File: config.mk
export PLATFORM = sky130hd
export DESIGN_NAME = ex_md_stage
export DESIGN_NICKNAME = d
export VERILOG_FILES = /design/src/rtl/ex_md_stage.sv
export SDC_FILE = /design/constraint.sdc
export NUM_CORES = 2
export LEC_CHECK = 0
export ABC_AREA = 1
export BUFFER_PORTS_ARGS = -buffer_cell sky130_fd_sc_hd__buf_2
export CAP_MARGIN = 0
export CORE_ASPECT_RATIO = 0.6
export CORE_MARGIN = 2
export CORE_UTILIZATION = 54
export CTS_CLUSTER_DIAMETER = 60
export DETAILED_ROUTE_END_ITERATION = 7
export GPL_TIMING_DRIVEN = 1
export PLACE_DENSITY = 0.7
export SKIP_LAST_GASP = 1
export SYNTH_ARGS = -nofsm -noshare
export SYNTH_HDL_FRONTEND = slang
export SYNTH_SLANG_ARGS = --single-unit
File: constraint.sdc
create_clock -name clk -period 11.63 [get_ports clk]
set_input_delay 1.7445 -clock clk [delete_from_list [all_inputs] [get_ports clk]]
set_output_delay 1.7445 -clock clk [all_outputs]
set_load 0.01 [all_outputs]
File: src/rtl/ex_md_stage.sv
// ex_md_stage: RV32IM execute stage with forwarding, single-cycle multiplier, iterative divider and valid/ready handshake; `EX_MD_DIV_REUSE_EN adds a last-divide result cache
module ex_md_stage #(
    parameter int XLEN  = 32,
    parameter int CNT_W = $clog2(XLEN) + 1
) (
    input  logic            clk,
    input  logic            rst,
    input  logic            valid_i,
    output logic            ready_o,
    output logic            valid_o,
    input  logic            ready_i,
    input  logic            flush_i,
    input  logic [XLEN-1:0] rs1_data_i,
    input  logic [XLEN-1:0] rs2_data_i,
    input  logic [XLEN-1:0] imm_ext_i,
    input  logic [XLEN-1:0] pc_i,
    input  logic            alu_src_i,
    input  logic [3:0]      alu_op_i,
    input  logic            is_md_i,
    input  logic [2:0]      md_funct3_i,
    input  logic [2:0]      funct3_i,
    input  logic            is_branch_i,
    input  logic            is_jal_i,
    input  logic            is_jalr_i,
    input  logic [4:0]      rd_addr_i,
    input  logic [1:0]      fwd_a_sel_i,
    input  logic [1:0]      fwd_b_sel_i,
    input  logic [XLEN-1:0] ex_mem_result_i,
    input  logic [XLEN-1:0] mem_wb_result_i,
    output logic [XLEN-1:0] result_o,
    output logic [4:0]      rd_addr_o,
    output logic            branch_taken_o,
    output logic [XLEN-1:0] branch_target_o,
    output logic            stall_o
);
    localparam int SH_W = $clog2(XLEN);
    localparam logic [XLEN-1:0] MIN = {1'b1, {(XLEN-1){1'b0}}};

    typedef enum logic [1:0] {IDLE, BUSY, DONE} state_t;
    state_t state;

    logic [XLEN-1:0] op_a, fwd_b, op_b, alu_res, mul_res, target, q_fin, r_fin, div_res;
    logic [XLEN-1:0] a_abs, b_abs, quo_q, rem_q, dvs_q, rq, rr;
    logic [2*XLEN-1:0] ma, mb, prod;
    logic [XLEN+1:0] diff;
    logic [CNT_W-1:0] cnt;
    logic [4:0] rd_q;
    logic cond, taken, cf, is_div, div_sgn, a_neg, b_neg, div_zero, div_ovf, accept, reuse_hit;
    logic ge, neg_q, neg_r, op_rem;

    assign op_a  = fwd_a_sel_i == 2'b01 ? ex_mem_result_i : fwd_a_sel_i == 2'b10 ? mem_wb_result_i : rs1_data_i;
    assign fwd_b = fwd_b_sel_i == 2'b01 ? ex_mem_result_i : fwd_b_sel_i == 2'b10 ? mem_wb_result_i : rs2_data_i;
    assign op_b  = alu_src_i ? imm_ext_i : fwd_b;

    // integer ALU
    always_comb begin
        alu_res = op_a + op_b;
        case (alu_op_i)
            4'd1:    alu_res = op_a - op_b;
            4'd2:    alu_res = op_a << op_b[SH_W-1:0];
            4'd3:    alu_res = {{(XLEN-1){1'b0}}, $signed(op_a) < $signed(op_b)};
            4'd4:    alu_res = {{(XLEN-1){1'b0}}, op_a < op_b};
            4'd5:    alu_res = op_a ^ op_b;
            4'd6:    alu_res = op_a >> op_b[SH_W-1:0];
            4'd7:    alu_res = $signed(op_a) >>> op_b[SH_W-1:0];
            4'd8:    alu_res = op_a | op_b;
            4'd9:    alu_res = op_a & op_b;
            4'd10:   alu_res = op_b;
            default: alu_res = op_a + op_b;
        endcase
    end

    // sign/zero extension to 2*XLEN makes one truncated product serve all four MUL variants
    assign ma      = {{XLEN{op_a[XLEN-1] & (md_funct3_i[1:0] != 2'b11)}}, op_a};
    assign mb      = {{XLEN{fwd_b[XLEN-1] & (md_funct3_i[1:0] == 2'b01)}}, fwd_b};
    assign prod    = ma * mb;
    assign mul_res = md_funct3_i[1:0] == 2'b00 ? prod[XLEN-1:0] : prod[2*XLEN-1:XLEN];

    // branch condition and target
    always_comb begin
        cond = 1'b0;
        case (funct3_i)
            3'd0:    cond = op_a == fwd_b;
            3'd1:    cond = op_a != fwd_b;
            3'd4:    cond = $signed(op_a) < $signed(fwd_b);
            3'd5:    cond = $signed(op_a) >= $signed(fwd_b);
            3'd6:    cond = op_a < fwd_b;
            3'd7:    cond = op_a >= fwd_b;
            default: cond = 1'b0;
        endcase
    end

    assign cf     = is_branch_i | is_jal_i | is_jalr_i;
    assign taken  = is_jal_i | is_jalr_i | (is_branch_i & cond);
    assign target = is_jalr_i ? (op_a + imm_ext_i) & {{(XLEN-1){1'b1}}, 1'b0} : pc_i + imm_ext_i;

    assign is_div   = is_md_i & md_funct3_i[2];
    assign div_sgn  = ~md_funct3_i[0];
    assign a_neg    = div_sgn & op_a[XLEN-1];
    assign b_neg    = div_sgn & fwd_b[XLEN-1];
    assign a_abs    = a_neg ? -op_a : op_a;
    assign b_abs    = b_neg ? -fwd_b : fwd_b;
    assign div_zero = fwd_b == '0;
    assign div_ovf  = div_sgn & (op_a == MIN) & (&fwd_b);
    assign accept   = state == IDLE & valid_i & is_div & ~flush_i;

    // restoring step: partial remainder is one bit wider than XLEN to cover unsigned divisors
    assign diff  = {1'b0, rem_q, quo_q[XLEN-1]} - {2'b00, dvs_q};
    assign ge    = ~diff[XLEN+1];
    assign q_fin = neg_q ? -quo_q : quo_q;
    assign r_fin = neg_r ? -rem_q : rem_q;
    assign div_res = op_rem ? r_fin : q_fin;

`ifdef EX_MD_DIV_REUSE_EN
    logic rv, rs_s, pend_s;
    logic [XLEN-1:0] ra, rb, pend_a, pend_b;
    assign reuse_hit = rv & (rs_s == div_sgn) & (ra == op_a) & (rb == fwd_b);

    // remember the operands of the divide in flight and cache its result once it is handed off
    always_ff @(posedge clk or posedge rst) begin
        if (rst) begin
            rv <= 1'b0; rs_s <= 1'b0; pend_s <= 1'b0;
            ra <= '0; rb <= '0; rq <= '0; rr <= '0; pend_a <= '0; pend_b <= '0;
        end else begin
            if (accept) begin
                pend_a <= op_a;
                pend_b <= fwd_b;
                pend_s <= div_sgn;
            end
            if (state == BUSY && flush_i) rv <= 1'b0;
            else if (state == DONE && ready_i && !flush_i) begin
                rv <= 1'b1; rs_s <= pend_s; ra <= pend_a; rb <= pend_b; rq <= q_fin; rr <= r_fin;
            end
        end
    end
`else
    assign reuse_hit = 1'b0;
    assign rq = '0;
    assign rr = '0;
`endif

    // divider FSM: special cases and cache hits load final values and go straight to DONE
    always_ff @(posedge clk or posedge rst) begin
        if (rst) begin
            state <= IDLE; cnt <= '0; quo_q <= '0; rem_q <= '0; dvs_q <= '0;
            neg_q <= 1'b0; neg_r <= 1'b0; op_rem <= 1'b0; rd_q <= '0;
        end else begin
            case (state)
                IDLE: if (accept) begin
                    op_rem <= md_funct3_i[1];
                    rd_q   <= rd_addr_i;
                    cnt    <= CNT_W'(XLEN);
                    dvs_q  <= b_abs;
                    neg_q  <= 1'b0;
                    neg_r  <= 1'b0;
                    state  <= DONE;
                    if (div_zero) begin
                        quo_q <= '1; rem_q <= op_a;
                    end else if (div_ovf) begin
                        quo_q <= MIN; rem_q <= '0;
                    end else if (reuse_hit) begin
                        quo_q <= rq; rem_q <= rr;
                    end else begin
                        quo_q <= a_abs; rem_q <= '0;
                        neg_q <= a_neg ^ b_neg; neg_r <= a_neg;
                        state <= BUSY;
                    end
                end
                BUSY: if (flush_i) state <= IDLE;
                else begin
                    rem_q <= ge ? diff[XLEN-1:0] : {rem_q[XLEN-2:0], quo_q[XLEN-1]};
                    quo_q <= {quo_q[XLEN-2:0], ge};
                    cnt   <= cnt - 1'b1;
                    if (cnt == CNT_W'(1)) state <= DONE;
                end
                DONE: if (flush_i || ready_i) state <= IDLE;
                default: state <= IDLE;
            endcase
        end
    end

    // handshake and result presentation; everything reads zero while valid_o is low
    always_comb begin
        valid_o         = state == IDLE ? valid_i & ~flush_i & ~is_div : state == DONE & ~flush_i;
        ready_o         = state == IDLE ? is_div | ready_i : 1'b0;
        stall_o         = state != IDLE;
        result_o        = !valid_o ? '0 : state == DONE ? div_res : is_md_i ? mul_res :
                          (is_jal_i | is_jalr_i) ? pc_i + XLEN'(4) : alu_res;
        rd_addr_o       = !valid_o ? '0 : state == DONE ? rd_q : rd_addr_i;
        branch_taken_o  = valid_o & state == IDLE & taken;
        branch_target_o = valid_o & state == IDLE & cf ? target : '0;
    end
endmodule
==> results of run 1 <==
logic make-up after synthesis:
group,after synthesis
compound gates,1487
fa+ha+maj,1604
xor+xnor,136
simple gates,3971
flops,112
buf+inv,2365
timing repair:
action                     in CTS
setup endpoints to repair      32
pin swaps                     144
gates cloned                    6
buffers inserted               75
resized for setup             593
cell usage after synthesis, drive strengths merged (25+ instances only):
library cell  number
nor4              34
nand4             87
xor2             102
o21bai            26
nor3              98
buf              155
o31ai             25
a21o              29
ha               474
o22ai             44
dfrtp            112
fa              1130
nor2             870
a31oi             53
nand2           2180
xnor2             34
clkbuf           288
o211ai            45
nand3            641
inv             1911
o21ai            609
a21oi            558
or2               29
metrics by stage:
step                utilization  TNS [ps]  cells
detailed placement        0.636    -34390  12200
global placement          0.636    -31070  12200
floorplan                     -         0   9675
CTS                       0.663     -4230  12300
metal layers:
metal | GRT overflow | GRT usage
met4 | 3 | 0.382
met2 | 1 | 0.714
met3 | 1 | 0.609
met1 | 1 | 0.791
met5 | 0 | 0.457
==> flow_summary_export.csv, run 1 <==
group,metric,value,unit
sta,grt-worst-endpoint,"result_o[28]",
sta,endpoint_type,"top-level output",
yosys,synth_flop_cell,"dfrtp_1",
placed_design,dp_hpwl,325000,microns
yosys,yosysWarnings,0,
floorplan,die_x,456,microns
outcome,error_line,"[ERROR GRT-0232] Routing congestion too high. Check the congestion heatmap in the GUI.",
clock_network,cts.sink_count,112,
clock_network,hold_buffers,0,
yosys,synth_edf_count,0,
clock_network,cts_buffer_depth,2,
yosys,ys_seq_area_frac,0.0423,
yosys,synth-seq-cells,112,
clock_network,cts-htree-levels,3,
floorplan,row_count,99,
floorplan,start_util,0.545,
yosys,synth.net_count,11500,
yosys,synth_compound_area_frac,0.125,
yosys,syn_area_per_cell,6.85,sq um
yosys,postSynth.asyncResetShare,1.00,
yosys,synthCells,9675,
yosys,synthTopCellsByArea,"fa_1 34%, nand2_1 12%, inv_1 11%",
yosys,synth_top_area_frac,0.341,
yosys,mappedNetlistArea,66300,sq um
grt,grt_use_total,0.667,
yosys,synthMuxAreaShare,0,
floorplan,ios,294,
placed_design,place_area,77400,sq um
yosys,synthXorXnorAreaFrac,0.0180,
placed_design,port_buffers,293,
clock_network,cts_made_buffers,9,
outcome,haltStage,"global routing (5_1_grt)",
placed_design,gp_congestion,1.23,
grt,gr-total-overflow,6,
yosys,synthAdderAreaFrac,0.431,
outcome,outcome,"did not finish",
clock_network,root_buffer,"clkbuf_16",
floorplan,die_y,275,microns
yosys,synth_top_cell_by_area,"fa_1",
grt,grt_max_degree,78,
yosys,synthSimpleGateAreaFrac,0.248,
yosys,synth_cell_types,65,
yosys,synth_top_family_by_area,"adder cells",
placed_design,detailedPlace.worstSlack,-1840,ps
==> run 2: changes to the inputs <==
CORE_ASPECT_RATIO = unset   (was 0.6)
CORE_UTILIZATION = 39   (was 54)
CTS_CLUSTER_DIAMETER = unset   (was 60)
PLACE_DENSITY = unset   (was 0.7)
PLACE_DENSITY_LB_ADDON = 0.15   (was unset)
clock period = 15.1 ns   (was 11.63 ns; I/O delays follow)
==> run 2 against run 1 <==
The flow now finishes, with violations (DRC). Synthesized area is the same. Synthesized cell count is the same.
==> flow_summary_export.csv, run 2 <==
group,metric,value,unit
grt,grt_pass1_wl,519000,microns
sta,slew_violations,0,
critical_path,slowest_delay,730,ps
clock_network,hold_buffers,0,
clock_network,cts_setup_buffers,0,
clock_network,cts_buffer_depth,2,
yosys,syn_area_per_cell,6.85,sq um
cells_and_area,mostFrequentLayoutCells,"2158 x nand2_1, 1860 x inv_1, 1130 x fa_1, 853 x nor2_1, 637 x nand3_1",
routing,drcViolationCount,1,
yosys,synth_edf_count,0,
sta,fin_skew,20.1,ps
routing,drtAntennaViolNets,0,
clock_network,cts_made_buffers,9,
yosys,ys_top_cells_by_count,"2163 x nand2_1, 1866 x inv_1, 1130 x fa_1, 862 x nor2_1, 638 x nand3_1",
critical_path,worstPathArrival,12530,ps
yosys,mappedNetlistArea,66300,sq um
critical_path,crit_type,"in2out",
cells_and_area,drive_above_1_share,0.0720,
placed_design,dp_hpwl,300000,microns
yosys,synthTopCellsByArea,"fa_1 34%, nand2_1 12%, inv_1 11%",
placed_design,gp_congestion,1.03,
yosys,synthMostInstantiatedCell,"nand2_1",
routing,avgViaCountPerCell,5.81,
yosys,yosysWarnings,0,
cells_and_area,synthToLayoutAreaGrowth,7.23,%
critical_path,crit_fanout,25,
yosys,postSynth.asyncResetShare,1.00,
grt,grt_max_degree,73,
clock_network,cts.sink_count,112,
yosys,ys_seq_area_frac,0.0423,
sta,setup_violations,0,
routing,vias,69800,
outcome,violations,"DRC",
placed_design,port_buffers,293,
critical_path,slowest_stage,"a21oi_4",
yosys,synth-seq-cells,112,
sta,rsz0062_at_grt,"false",
yosys,synth_cell_types,65,
sta,period_needed,14800,ps
yosys,synth_top_cell_by_area,"fa_1",
sta,fin_crit_sh,0.980,
sta,fin_tns_setup,0,ps
floorplan,die_y,416,microns
floorplan,row_count,151,
yosys,synthCells,9675,
critical_path,critPathMostFrequentCell,"fa_1",
grt,grt_pass1_vias,69500,
hold_path,hp-class,"reg2reg",
routing,first_iter_violations,8868,
routing,wl,370000,microns
floorplan,dieArea,173000,sq um
critical_path,cp-end-kind,"primary output",
yosys,synth_top_area_frac,0.341,
clock_network,clock_latency,390,ps
yosys,synth.net_count,11500,
grt,antenna_found_initial,37,
clock_network,clkTransAtPathRegs,70,ps
floorplan,ios,294,
grt,grt_use_total,0.422,
routing,dr.pass1.iters,8,
cells_and_area,largest_registers,"dvs_q x32, quo_q x32, rem_q x32",
sta,tightest_slew,1320,ps
critical_path,critPathRequiredTime,12840,ps
sta,hold_viol,0,
clock_network,cts_tree,"yes",
clock_network,cts-htree-levels,3,
floorplan,die_x,416,microns
routing,wire_per_inst,30.9,microns
outcome,outcome,"complete, but fails checks",
critical_path,startpoint_type,"input pin",
clock_network,root_buffer,"clkbuf_16",
run,maxCapViolations,0,
floorplan,core,169000,sq um
cells_and_area,final_common_cell,"nand2_1",
grt,gr-total-overflow,0,
cells_and_area,nNetsFinal,11600,
sta,slew_headroom,0.119,
sta,fmax,67.6,MHz
yosys,synth_flop_cell,"dfrtp_1",
floorplan,start_util,0.392,
clock_network,cts_resized,0,
## run 2: cell counts after synthesis
No cell type changed its count.
## run 2: layer usage
metal	global-route usage	up-vias	part of all wire
met5	0	-	0.00019
met2	0.644	3794	0.43
li1	-	30200	-
met1	0.550	34900	0.41
met4	0.246	14	0.073
met3	0.0920	829	0.094
## run 2: kinds of logic after synthesis
family	Yosys count	synth area share
flip-flops	112	0.0423
buffers and inverters	2365	0.136
adder cells (fa/ha/maj)	1604	0.431
AO/OA/AOI/OAI	1487	0.125
AND/OR/NAND/NOR	3971	0.248
XOR/XNOR	136	0.0180
## run 2: critical path: cells and delay by family
kind	cells	cell delay, ps
adder cells (fa/ha/maj)	9	4400
AO/OA/AOI/OAI	8	2830
buffers and inverters	8	1600
AND/OR/NAND/NOR	6	1160
XOR/XNOR	1	240
## run 2: area by class of cell
class	instances	area (sq um)
Fill cell	18200	98000
Multi-Input combinational cell	7198	54700
Inverter	1922	7220
Timing Repair Buffer	526	3250
Sequential cell	112	2800
Tap cell	2218	2780
Clock buffer	10	229
Clock inverter	5	87.6
Antenna cell	8	20.0
Timing Repair inverter	1	7.51
## run 2: metrics by stage
step / hold slack [ps] / std cells / area [sq um] / setup slack [ps] / utilization
finish: 491 / 12000 / 71100 / 300 / 0.420
global route: 521 / 12000 / 71100 / 19.2 / 0.420
CTS: 494 / 12000 / 71000 / 300 / 0.420
detailed placement: 475 / 12000 / 70700 / 321 / 0.418
global placement: 467 / 12000 / 70700 / 325 / 0.418
floorplan: 453 / 9675 / 66300 / 2540 / -
## run 2: worst paths after layout
| kind | startpoint | end | slack [ps] | cells after the start |
|---|---|---|---|---|
| max in group asynchronous | rst | rem_q[10] | 11700 | 3 |
| worst max-delay path | fwd_b_sel_i[1] | result_o[4] | 300 | 32 |
| worst max register to register | rem_q[7] | rem_q[7] | 11280 | 13 |
| worst min-delay path | dvs_q[9] | dvs_q[9] | 490 | 2 |
| worst min register to register | dvs_q[9] | dvs_q[9] | 490 | 2 |
| min in group asynchronous | rst | state[0] | 1940 | 2 |
Power of run 2 is not shown: default switching activity piles up to over one toggle a cycle in this logic, so the estimate is an artifact.
